`src/rtl/fft_bitrev_reorder.sv`:
```
// Ping-pong reorder buffer: accepts FFT output frames in bit-reversed bin order
// and streams them out in natural order on a valid/ready interface.
package fft_pkg;
  parameter int DATA_WIDTH = 16;

  typedef struct packed {
    logic signed [DATA_WIDTH-1:0] re;
    logic signed [DATA_WIDTH-1:0] im;
  } complex_t;
endpackage

module fft_bitrev_reorder
  import fft_pkg::*;
#(
  parameter int LOG2_N = 3
) (
  input  logic     clk,
  input  logic     rst,
  input  complex_t s_data,
  input  logic     s_valid,
  output logic     s_ready,
  input  logic     s_last,
  output complex_t m_data,
  output logic     m_valid,
  input  logic     m_ready,
  output logic     m_last,
  output logic     err
);

  localparam int N = 1 << LOG2_N;
  localparam logic [LOG2_N-1:0] LAST_IDX = '1;

  logic [LOG2_N-1:0] wcnt;
  logic [LOG2_N-1:0] rcnt;
  logic              wbank;
  logic              rbank;
  logic [1:0]        full;
  logic              wr_fire;
  logic              rd_fire;

  complex_t mem [2][N];

  function automatic logic [LOG2_N-1:0] bitrev(input logic [LOG2_N-1:0] a);
    logic [LOG2_N-1:0] r;
    r = '0;
    for (int unsigned i = 0; i < LOG2_N; i++) begin
      r[i] = a[LOG2_N-1-i];
    end
    return r;
  endfunction

  assign s_ready = !full[wbank];
  assign wr_fire = s_valid && s_ready;
  assign rd_fire = full[rbank] && (!m_valid || m_ready);

  // Bank storage is deliberately not reset.
  always_ff @(posedge clk) begin
    if (wr_fire) begin
      mem[wbank][bitrev(wcnt)] <= s_data;
    end
  end

  always_ff @(posedge clk or posedge rst) begin
    if (rst) begin
      wcnt    <= '0;
      wbank   <= 1'b0;
      rcnt    <= '0;
      rbank   <= 1'b0;
      full    <= '0;
      m_data  <= '0;
      m_valid <= 1'b0;
      m_last  <= 1'b0;
      err     <= 1'b0;
    end else begin
      err <= wr_fire && (s_last != (wcnt == LAST_IDX));

      if (wr_fire) begin
        wcnt <= wcnt + 1'b1;
        if (wcnt == LAST_IDX) begin
          wbank <= ~wbank;
        end
      end

      if (rd_fire) begin
        m_data  <= mem[rbank][rcnt];
        m_valid <= 1'b1;
        m_last  <= (rcnt == LAST_IDX);
        rcnt    <= rcnt + 1'b1;
        if (rcnt == LAST_IDX) begin
          rbank <= ~rbank;
        end
      end else if (m_ready) begin
        m_valid <= 1'b0;
        m_last  <= 1'b0;
      end

      // Set and clear always target different banks, so both updates land.
      if (wr_fire && (wcnt == LAST_IDX)) begin
        full[wbank] <= 1'b1;
      end
      if (rd_fire && (rcnt == LAST_IDX)) begin
        full[rbank] <= 1'b0;
      end
    end
  end

endmodule

```
`config.mk`:
```
export PLATFORM = sky130hd
export DESIGN_NAME = fft_bitrev_reorder
export DESIGN_NICKNAME = d
export VERILOG_FILES = /design/src/rtl/fft_bitrev_reorder.sv
export SDC_FILE = /design/constraint.sdc
export NUM_CORES = 1
export LEC_CHECK = 0
export ABC_AREA = 1
export CAP_MARGIN = 5
export CORE_MARGIN = 2
export CORE_UTILIZATION = 30
export CTS_CLUSTER_DIAMETER = 50
export DETAILED_ROUTE_END_ITERATION = 16
export SLEW_MARGIN = 10
export SYNTH_ARGS = -nofsm -noshare
export SYNTH_HDL_FRONTEND = slang
export SYNTH_SLANG_ARGS = --single-unit
```
`constraint.sdc`:
```
create_clock -name clk -period 5.16 [get_ports clk]
set_input_delay 0.516 -clock clk [delete_from_list [all_inputs] [get_ports clk]]
set_output_delay 0.516 -clock clk [all_outputs]
set_load 0.01 [all_outputs]
```
==> reports/qor.yml, run 1 <==
post_drt_wl_per_cell_um: 17.91
final.min_clock_period_ps: 3138
core-area_mm2: 0.07432
cts_buffer_depth: 3
arrival_ps: 3340
core.rowCount: 100
synthXorXnorAreaFrac_pct: 0.1169
p_comb_share_pct: 31.0
peakVddDrop_uv: 386.4
vias: 13900
root_buffer: "clkbuf_16"
final-setup-viol-count: 0
area_delta_synth_final_pct: 13.88
crit_required_ps: 5370
synth_top_family_by_area: "simple AND/OR/NAND/NOR gates"
maxSlewHeadroom_pct: 18.24
drive_gt1_share_pct: 5.856
p_clk_share_pct: 27.6
ys_ff_latch: 557
io_pins: 73
cts_hold_buffers: 0
r2r-start: "wbank"
powerDensity_mw_per_mm2: 528.2
syn_nets: 1949
synthAdderAreaFrac_pct: 0.4453
grt_max_degree: 203
grt_pass1_vias: 13850
cp_cell_sequence: "nand2_1, o21ai_0, nand2_2, inv_1, nand3_1, nor2_4"
cts_max_level: 2
critPathLaunch: "wbank"
synth_cell_types: 23
finClkSkew_ps: 14.36
ys_warn_count: 0
post-cts-setup-buffers: 0
power_switching_share_pct: 35.62
die_h_um: 277.7
postRouteAntennaNets: 0
dp_hpwl_um: 28040
tightest_slew_ps: 1223
cts.clk_slew.worst_paths_ps: 60
wl_um: 52820
track_usage_pct: 13.54
seq_area_mm2: 0.01651
holdWs_ps: 436.4
drv_cap: 0
status: "completed"
drcViolationCount: 0
dr.pass1.iters: 5
synth.mux.area_fraction_pct: 0
n_antenna_cell: 0
synth_simple_gate_area_share_pct: 22.11
synth_area_mm2: 0.02248
internal-power_w: 0.008704
crit_path_start_kind: "flip-flop"
clkSinkCount: 557
power.leakage_nw: 9.310
hold_violations: 0
fmax_mhz: 318.6
grt_overflow: 0
port_buffers: 72
cts_tree: "done"
rsz0062_at_grt: "no"
fillCellCount: 7273
r2r_cells: 6
power.share.sequential_pct: 41.4
fin_nets: 1982
synth_compound_area_share_pct: 0.2616
ctsResizeCount: 0
fin_crit_sh_pct: 60.82
viasPerCell: 4.713
cpMaxStageDelayCell: "nor2_4"
syn-mean-instance-area_um2: 11.80
seq_area_frac_synth_pct: 73.41
drtIter0Drc: 1117
critPathMaxFanout: 32
die_w_um: 277.7
cpPeakStageDelay_ps: 960
gp_congestion: 0.7453
power_switching_w: 0.004816
initial_core_util_pct: 30.24
cp-end-kind: "flip-flop"
hp-class: "input port to asynchronous set/reset pin"
finalMaxSlewViolations: 0
critPathKind: "flip-flop to flip-flop"
insertion_delay_ps: 600
multi_input_area_mm2: 0.005261
antenna_found_initial: 0
design.die.area_mm2: 0.07713
cts_inserted_buffers: 55
syn_inst: 1904
tns_ps: 0
grt_pass1_wl_um: 81410
power by group through the flow:
stage / clock (W) / sequential, W / combinational [W]
2_1_floorplan: 0 / 0.00561 / 0.00300
3_3_place_gp: 0 / 0.00569 / 0.00417
3_5_place_dp: 0 / 0.00570 / 0.00425
4_1_cts: 0.00381 / 0.00561 / 0.00427
5_1_grt: 0.00398 / 0.00564 / 0.00471
6_report: 0.00373 / 0.00560 / 0.00419
worst max-delay path, delay by kind of cell (launching register included):
kind | cells | cell delay [ps]
buffers and inverters | 1 | 230
flip-flops | 1 | 790
AND/OR/NAND/NOR | 4 | 1510
AO/OA/AOI/OAI | 1 | 170
stage by stage:
| step | instance area (um2) | setup WS [ps] | cells | util [%] | power [W] |
|---|---|---|---|---|---|
| 2_1_floorplan | 22480 | 1509 | 1904 | - | 0.008607 |
| 3_3_place_gp | 23950 | 2128 | 2849 | 32.22 | 0.009852 |
| 3_5_place_dp | 23950 | 2022 | 2849 | 32.22 | 0.009945 |
| 4_1_cts | 25600 | 1999 | 2950 | 34.44 | 0.01368 |
| 5_1_grt | 25600 | 1804 | 2950 | 34.44 | 0.01433 |
| 6_report | 25600 | 2022 | 2950 | 34.44 | 0.01352 |
logic make-up after synthesis:
logic type / after synthesis
and+or+nand+nor: 1192
DFF: 557
buffers and inverters: 133
AOI/OAI and AO/OA: 11
adders and majority gates: 8
xor gates and xnor gates: 3
area by class of cell:
cell class	instances	share of cell area, %
Clock buffer	73	5.807
Clock inverter	28	0.6452
Inverter	19	0.3177
Multi-Input combinational cell	1214	20.55
Sequential cell	557	64.50
Tap cell	969	4.737
Timing Repair Buffer	90	3.441
Yosys cell counts (all sizes together):
master | instances | area share [%]
dfrtp | 45 | 5.0
buf | 100 | 3.1
nor2 | 14 | 0.23
xor2 | 2 | 0.078
clkbuf | 14 | 0.23
xnor2 | 1 | 0.039
nor3 | 2 | 0.045
nand3 | 391 | 8.7
a21oi | 1 | 0.039
nand2 | 785 | 13
edfxtp | 512 | 68
inv | 19 | 0.34
o21ai | 10 | 0.22
ha | 8 | 0.45
per-layer routing:
metal / part of all wire, % / global-route usage (%)
met3: 5.6 / 2.636
met2: 50 / 23.76
met4: 1.9 / 3.673
met5: 0 / 0
met1: 42 / 17.00
registers in the layout, indices dropped and copies added (netlist names):
| name | cells |
|---|---|
| err | 1 |
| wbank | 1 |
| m_valid | 1 |
| rbank | 1 |
| wcnt | 3 |
| mem | 512 |
| rcnt | 3 |
| m_last | 1 |
| full | 2 |
| m_data | 32 |
path summary, 6_finish.rpt:
| kind | endpoint | slack, ps |
|---|---|---|
| max | mem[0][172] | 2020 |
| min | m_data[1] | 440 |
| max reg2reg | mem[0][172] | 2020 |
| min reg2reg | m_data[5] | 480 |
| max in group asynchronous | rcnt[0] | 4160 |
| min in group clk | m_data[5] | 480 |
cells in the final DEF (no fill, tap or decap):
cell | synthesis | final
ha_1 | 8 | 8
nand2_1 | 784 | 784
dfrtp_1 | 45 | 42
clkbuf_16 | 0 | 57
nand3_1 | 391 | 391
nand2_2 | 1 | 1
clkinvlp_4 | 0 | 2
o21ai_1 | 2 | 2
buf_12 | 1 | 2
clkdlybuf4s50_1 | 0 | 72
inv_6 | 1 | 5
o21ai_0 | 8 | 8
xnor2_1 | 1 | 1
clkinv_1 | 0 | 13
clkbuf_1 | 14 | 16
dfrtp_2 | 0 | 1
a21oi_4 | 0 | 1
bufinv_16 | 0 | 1
inv_2 | 1 | 5
inv_1 | 17 | 12
nor3_2 | 0 | 2
xor2_1 | 2 | 2
clkinv_2 | 0 | 9
edfxtp_1 | 512 | 512
nor2_4 | 0 | 12
buf_4 | 20 | 16
dfrtp_4 | 0 | 2
nor2_1 | 14 | 2
(Power assumes the default switching activity.)
==> inputs of run 2 (changes only) <==
==> constraint.sdc (replaced) <==
create_clock -name clk -period 3.15 [get_ports clk]
set_input_delay 0.315 -clock clk [delete_from_list [all_inputs] [get_ports clk]]
set_output_delay 0.315 -clock clk [all_outputs]
set_load 0.01 [all_outputs]
==> run 2 against run 1 <==
Cell area rose by 1.8%. Register-to-register slack worse by 1200 ps. Hold slack worse by 420 ps. Critical path depth unchanged. Global-route usage is 0.33 points higher. Routed wire length rose by 2.0%. Setup slack lost 1200 ps. Largest cell class unchanged.
==> reports/qor.yml, run 2 (synthesis results as in run 1) <==
cp.depth: 6  # unchanged
post_drt_wl_per_cell_um: 18.06  # was 17.91 um
n_antenna_cell: 0  # unchanged
internal-power_w: 0.01455  # was 0.008704 W
cp_cell_sequence: "o21ai_0, nand2_2, inv_1, nand3_1, nor2_4, buf_12"  # was nand2_1, o21ai_0, nand2_2, inv_1, nand3_1, nor2_4
ctsResizeCount: 0  # unchanged
core.rowCount: 100  # unchanged
initial_core_util_pct: 30.24  # unchanged
dp_cells: 2878  # was 2849
fmax_mhz: 423.4  # was 318.6 MHz
fin_nets: 2012  # was 1982
final.min_clock_period_ps: 2362  # was 3138 ps
viasPerCell: 4.730  # was 4.713
crit_family: "simple AND/OR/NAND/NOR gates"  # unchanged
finClkSkew_ps: 15.21  # was 14.36 ps
cts_hold_buffers: 0  # unchanged
drv_cap: 0  # unchanged
power_switching_w: 0.008084  # was 0.004816 W
final_cell_mix: "nand2_1 (784), edfxtp_1 (512), nand3_1 (391)"  # unchanged
rsz0062_at_grt: "no"  # unchanged
die_w_um: 277.7  # unchanged
largest_register_ffs: 512  # unchanged
final_util_pct: 35.05  # was 34.44%
insertion_delay_ps: 620  # was 600 ps
top_register: "mem"  # unchanged
top_regs: "mem: 512 flops, m_data: 32 flops"  # unchanged
core-area_mm2: 0.07432  # unchanged
crit_path_start_kind: "flip-flop"  # unchanged
cts_max_level: 2  # unchanged
r2r_cells: 6  # unchanged
postRouteAntennaNets: 0  # unchanged
setup_slack_ps: 788.2  # was 2022 ps
grt_overflow: 0  # unchanged
vias: 14110  # was 13900
port_buffers: 72  # unchanged
worstSetupEndpoint: "mem[1][210]"  # was mem[0][172]
fillCellCount: 7221  # was 7273
cts.clk_slew.worst_paths_ps: 60  # about the same
cts_inserted_buffers: 56  # was 55
r2r-end: "mem[1][210]"  # was mem[0][172]
design.die.area_mm2: 0.07713  # unchanged
die_h_um: 277.7  # unchanged
post-cts-setup-buffers: 0  # unchanged
pre_cts_ws_ps: 661.8  # was 2022 ps
dp_hpwl_um: 31660  # was 28040 um
fin_cells: 2982  # was 2950
drtIter0Drc: 1173  # was 1117
cp_num_buf_inv: 2  # was 1
power_switching_share_pct: 35.71  # was 35.62%
critPathKind: "flip-flop to flip-flop"  # unchanged
power.share.sequential_pct: 40.3  # was 41.4%
cp-end-kind: "flip-flop"  # unchanged
layout_commonest_cell: "nand2_1"  # unchanged
gp_congestion: 0.7523  # was 0.7453
p_comb_share_pct: 31.7  # was 31.0%
fin_crit_sh_pct: 74.98  # was 60.82%
hold_violations: 0  # unchanged
grt_max_degree: 165  # was 203
track_usage_pct: 13.88  # was 13.54%
r2r-start: "full[0]"  # was wbank
final-setup-viol-count: 0  # unchanged
clkSinkCount: 557  # unchanged
tightest_slew_ps: 945.8  # was 1223 ps
cts_tree: "done"  # unchanged
status: "completed"  # unchanged
grt_pass1_wl_um: 82800  # was 81410 um
critPathLaunch: "full[0]"  # was wbank
dr.pass1.iters: 5  # unchanged
hp-class: "input port to asynchronous set/reset pin"  # unchanged
maxSlewHeadroom_pct: 36.95  # was 18.24%
antenna_found_initial: 0  # unchanged
grt_pass1_vias: 14050  # was 13850
peakVddDrop_uv: 668.3  # was 386.4 uV
cpPeakStageDelay_ps: 450  # was 960 ps
finalMaxSlewViolations: 0  # unchanged
power.leakage_nw: 9.552  # was 9.310 nW
p_clk_share_pct: 28.0  # was 27.6%
powerDensity_mw_per_mm2: 869.0  # was 528.2 mW/mm2
critPathMaxFanout: 19  # was 32
arrival_ps: 2680  # was 3340 ps
drcViolationCount: 0  # unchanged
wl_um: 53860  # was 52820 um
cpMaxStageDelayCell: "nor2_4"  # unchanged
io_pins: 73  # unchanged
crit_required_ps: 3470  # was 5370 ps
drive_gt1_share_pct: 7.700  # was 5.856%
r2r_setup_slack_ps: 790  # was 2020 ps
cts_buffer_depth: 3  # unchanged
root_buffer: "clkbuf_16"  # unchanged
area_delta_synth_final_pct: 15.90  # was 13.88%
## run 2: cell types whose count changed in the layout (fill, tap and decap cells not counted), sizes merged
cell      before  now
buf           18   47
clkbuf        73   62
clkinv        22   30
inv           22   25
bufinv         1    3
clkinvlp       2    3
## run 2: through the flow
stage                     power (W)  setup TNS, ps  hold WS (ps)  instance area, um2
final                       0.02264              0         16.91               26050
after global routing        0.02400              0         73.70               26050
after CTS                   0.02293              0         11.73               26050
after detailed placement    0.01655              0         473.9               24300
after global placement      0.01646              0         474.6               24300
after floorplan             0.01410         -32040         413.9               22480
## run 2: area by class of cell
cell class / count / area [um2] / share of cell area [%]
Clock inverter: 42 / 329.1 / 1.263
Sequential cell: 557 / 16510 / 63.37
Tap cell: 969 / 1212 / 4.654
Inverter: 19 / 78.83 / 0.3026
Multi-Input combinational cell: 1214 / 5261 / 20.20
Timing Repair Buffer: 119 / 1236 / 4.745
Clock buffer: 62 / 1424 / 5.466
## run 2: how the worst min path moves through the flow
stage | slack (ps) | endpoint | start | cells after the start
2_1_floorplan | 410 | mem[0][0] | s_data[0] | 0
3_3_place_gp | 470 | m_data[21] | m_data[21] | 2
3_5_place_dp | 470 | m_data[8] | m_data[8] | 2
4_1_cts | 10 | m_data[0] | rst | 2
5_1_grt | 70 | m_data[0] | rst | 2
6_report | 20 | m_data[0] | rst | 2
## run 2: worst register-to-register path, cell delays in order (launching register included)
cell     delay [ps]
dfrtp_1         400
o21ai_0         280
nand2_2         210
inv_1           220
nand3_1         230
nor2_4          460
buf_12          250
## run 2: power groups by stage
stage          clock [W]  combinational, W  sequential, W
2_1_floorplan          0           0.00491        0.00919
3_3_place_gp           0           0.00717        0.00929
3_5_place_dp           0           0.00726        0.00929
4_1_cts          0.00649           0.00730        0.00914
5_1_grt          0.00676           0.00805        0.00920
6_report         0.00633           0.00718        0.00913
## run 2: layer usage
layer	GRT usage, %	wire length, um	vias up	share of wire, %
met5	0	0	-	0
met3	2.240	2479	102	4.6
met1	17.27	22930	6964	43
met4	5.724	1853	0	3.4
met2	23.96	26590	332	49
li1	-	-	6708	-
==> inputs of run 3 (changes only) <==
==> constraint.sdc (replaced) <==
create_clock -name clk -period 2.4 [get_ports clk]
set_input_delay 0.24 -clock clk [delete_from_list [all_inputs] [get_ports clk]]
set_output_delay 0.24 -clock clk [all_outputs]
set_load 0.01 [all_outputs]
==> run 3 against run 2 <==
First-iteration DRC count is 7.9% lower. Register-to-register slack lost 510 ps. Routed wire length rose by 1.7%. Largest cell class unchanged.
==> reports/qor.yml, run 3 (synthesis results as in run 1) <==
status: "completed"  # unchanged
top_regs: "mem: 512 flops, m_data: 32 flops"  # unchanged
die_h_um: 277.7  # unchanged
dp_cells: 2889  # was 2878
post_drt_wl_per_cell_um: 18.29  # was 18.06 um
cpMaxStageDelayCell: "clkdlybuf4s50_1"  # was nor2_4
grt_pass1_wl_um: 84480  # was 82800 um
min-delay-start: "s_valid"
post-cts-setup-buffers: 0  # unchanged
clkSinkCount: 557  # unchanged
final-setup-viol-count: 0  # unchanged
postRouteAntennaNets: 0  # unchanged
drive_gt1_share_pct: 8.000  # was 7.700%
dr.pass1.iters: 5  # unchanged
cts_inserted_buffers: 57  # was 56
largest_register_ffs: 512  # unchanged
rsz0062_at_grt: "no"  # unchanged
cp-end-kind: "primary output"  # was flip-flop
hold_violations: 0  # unchanged
insertion_delay_ps: 620  # about the same
final.min_clock_period_ps: 2159
p_total_w: 0.03023  # was 0.02264 W
final_cell_mix: "nand2_1 (784), edfxtp_1 (512), nand3_1 (391)"  # unchanged
finalMaxSlewViolations: 0  # unchanged
crit_path_start_kind: "flip-flop"  # unchanged
die_w_um: 277.7  # unchanged
fin_cells: 2995  # was 2982
cts.clk_slew.worst_paths_ps: 60  # about the same
layout_commonest_cell: "nand2_1"  # unchanged
fmax_mhz: 463.3
grt_max_degree: 141  # was 165
ctsResizeCount: 0  # unchanged
power.leakage_nw: 9.717  # was 9.552 nW
io_pins: 73  # unchanged
critPathKind: "flip-flop to primary output"  # was flip-flop to flip-flop
cts_max_level: 2  # unchanged
design.die.area_mm2: 0.07713  # unchanged
place_area_mm2: 0.02463  # was 0.02430 mm2
vias: 14200  # was 14110
top_register: "mem"  # unchanged
core-area_mm2: 0.07432  # unchanged
critPathLaunch: "full[0]"  # unchanged
core.rowCount: 100  # unchanged
maxSlewHeadroom_pct: 45.50  # was 36.95%
cts_hold_buffers: 1  # was 0
cp_cell_sequence: "o21ai_0, clkdlybuf4s50_1"  # was o21ai_0, nand2_2, inv_1, nand3_1, nor2_4, buf_12
grt_overflow: 0  # unchanged
initial_core_util_pct: 30.24  # unchanged
r2r-start: "full[0]"  # unchanged
drcViolationCount: 0  # unchanged
antenna_found_initial: 2  # was 0
peakVddDrop_uv: 832.0  # was 668.3 uV
crit_required_ps: 2160  # was 3470 ps
fin_nets: 2025  # was 2012
cpPeakStageDelay_ps: 620  # was 450 ps
dp_hpwl_um: 31690  # was 31660 um
tightest_slew_ps: 817.5  # was 945.8 ps
drtIter0Drc: 1080  # was 1173
port_buffers: 72  # unchanged
track_usage_pct: 14.13  # was 13.88%
cts_tree: "done"  # unchanged
finalInstanceArea_mm2: 0.02644  # was 0.02605 mm2
critPathMaxFanout: 3  # was 19
cts_buffer_depth: 3  # unchanged
hp-class: "input port to flip-flop"  # was input port to asynchronous set/reset pin
drv_cap: 0  # unchanged
powerDensity_mw_per_mm2: 1143  # was 869.0 mW/mm2
gp_congestion: 0.7992  # was 0.7523
finClkSkew_ps: 34.63  # was 15.21 ps
fin_crit_sh_pct: 89.94
viasPerCell: 4.741  # was 4.730
root_buffer: "clkbuf_16"  # unchanged
area_delta_synth_final_pct: 17.64  # was 15.90%
wl_um: 54780  # was 53860 um
grt_pass1_vias: 14310  # was 14050
arrival_ps: 1920  # was 2680 ps
final_util_pct: 35.58  # was 35.05%
[run 3: cell count changes in the layout (fill, tap and decap cells not counted), sizes merged]
cell,previous run,this run
bufinv,3,4
clkinv,30,22
buf,47,58
clkinvlp,3,0
diode,0,1
clkbuf,62,76
dlygate4sd3,0,1
inv,25,21
[run 3: cell type report]
type / instances / area [um2]
repair buffers: 131 / 1567
multi-input cells: 1214 / 5274
flip-flops and latches: 557 / 16510
clock buffers: 76 / 1549
diodes: 1 / 2.502
well taps: 969 / 1212
inverters: 19 / 78.83
clock inverters: 28 / 249.0
fillers: 7222 / 47880
[run 3: report_power, final]
| group | switching [W] | leakage, nW | internal (W) |
|---|---|---|---|
| clock network | 0.00360 | 0.883 | 0.00494 |
| registers | 0.000349 | 5.17 | 0.0115 |
| logic | 0.00667 | 3.67 | 0.00318 |
[run 3: worst paths after layout]
check	end	slack (ps)	depth (start not counted)
max	s_ready	240	2
min	wcnt[0]	260	3
max reg2reg	mem[0][243]	280	6
min reg2reg	m_data[3]	480	2
max in group asynchronous	m_data[14]	1170	4
min in group asynchronous	m_data[30]	550	3
[run 3: through the flow]
step | hold WS [ps] | TNS (ps) | worst slack [ps]
after floorplan | 338.9 | -76800 | -200.0
after global placement | 463.6 | 0 | 264.5
after detailed placement | 471.3 | 0 | 273.3
after CTS | 244.0 | 0 | 219.1
after global routing | 253.8 | 0 | 75.42
final | 258.6 | 0 | 241.4
[run 3: per-layer routing]
| metal | wire [um] | global-route usage [%] |
|---|---|---|
| met2 | 27200 | 24.46 |
| met4 | 1979 | 5.669 |
| met1 | 22900 | 17.37 |
| met3 | 2685 | 2.628 |
| met5 | 12 | 0 |
[run 3: worst max-delay path: cells and delay by family, from the launching register on]
family	cells	cell delay [ps]
buf+inv	1	620
flops	1	400
compound gates	1	280
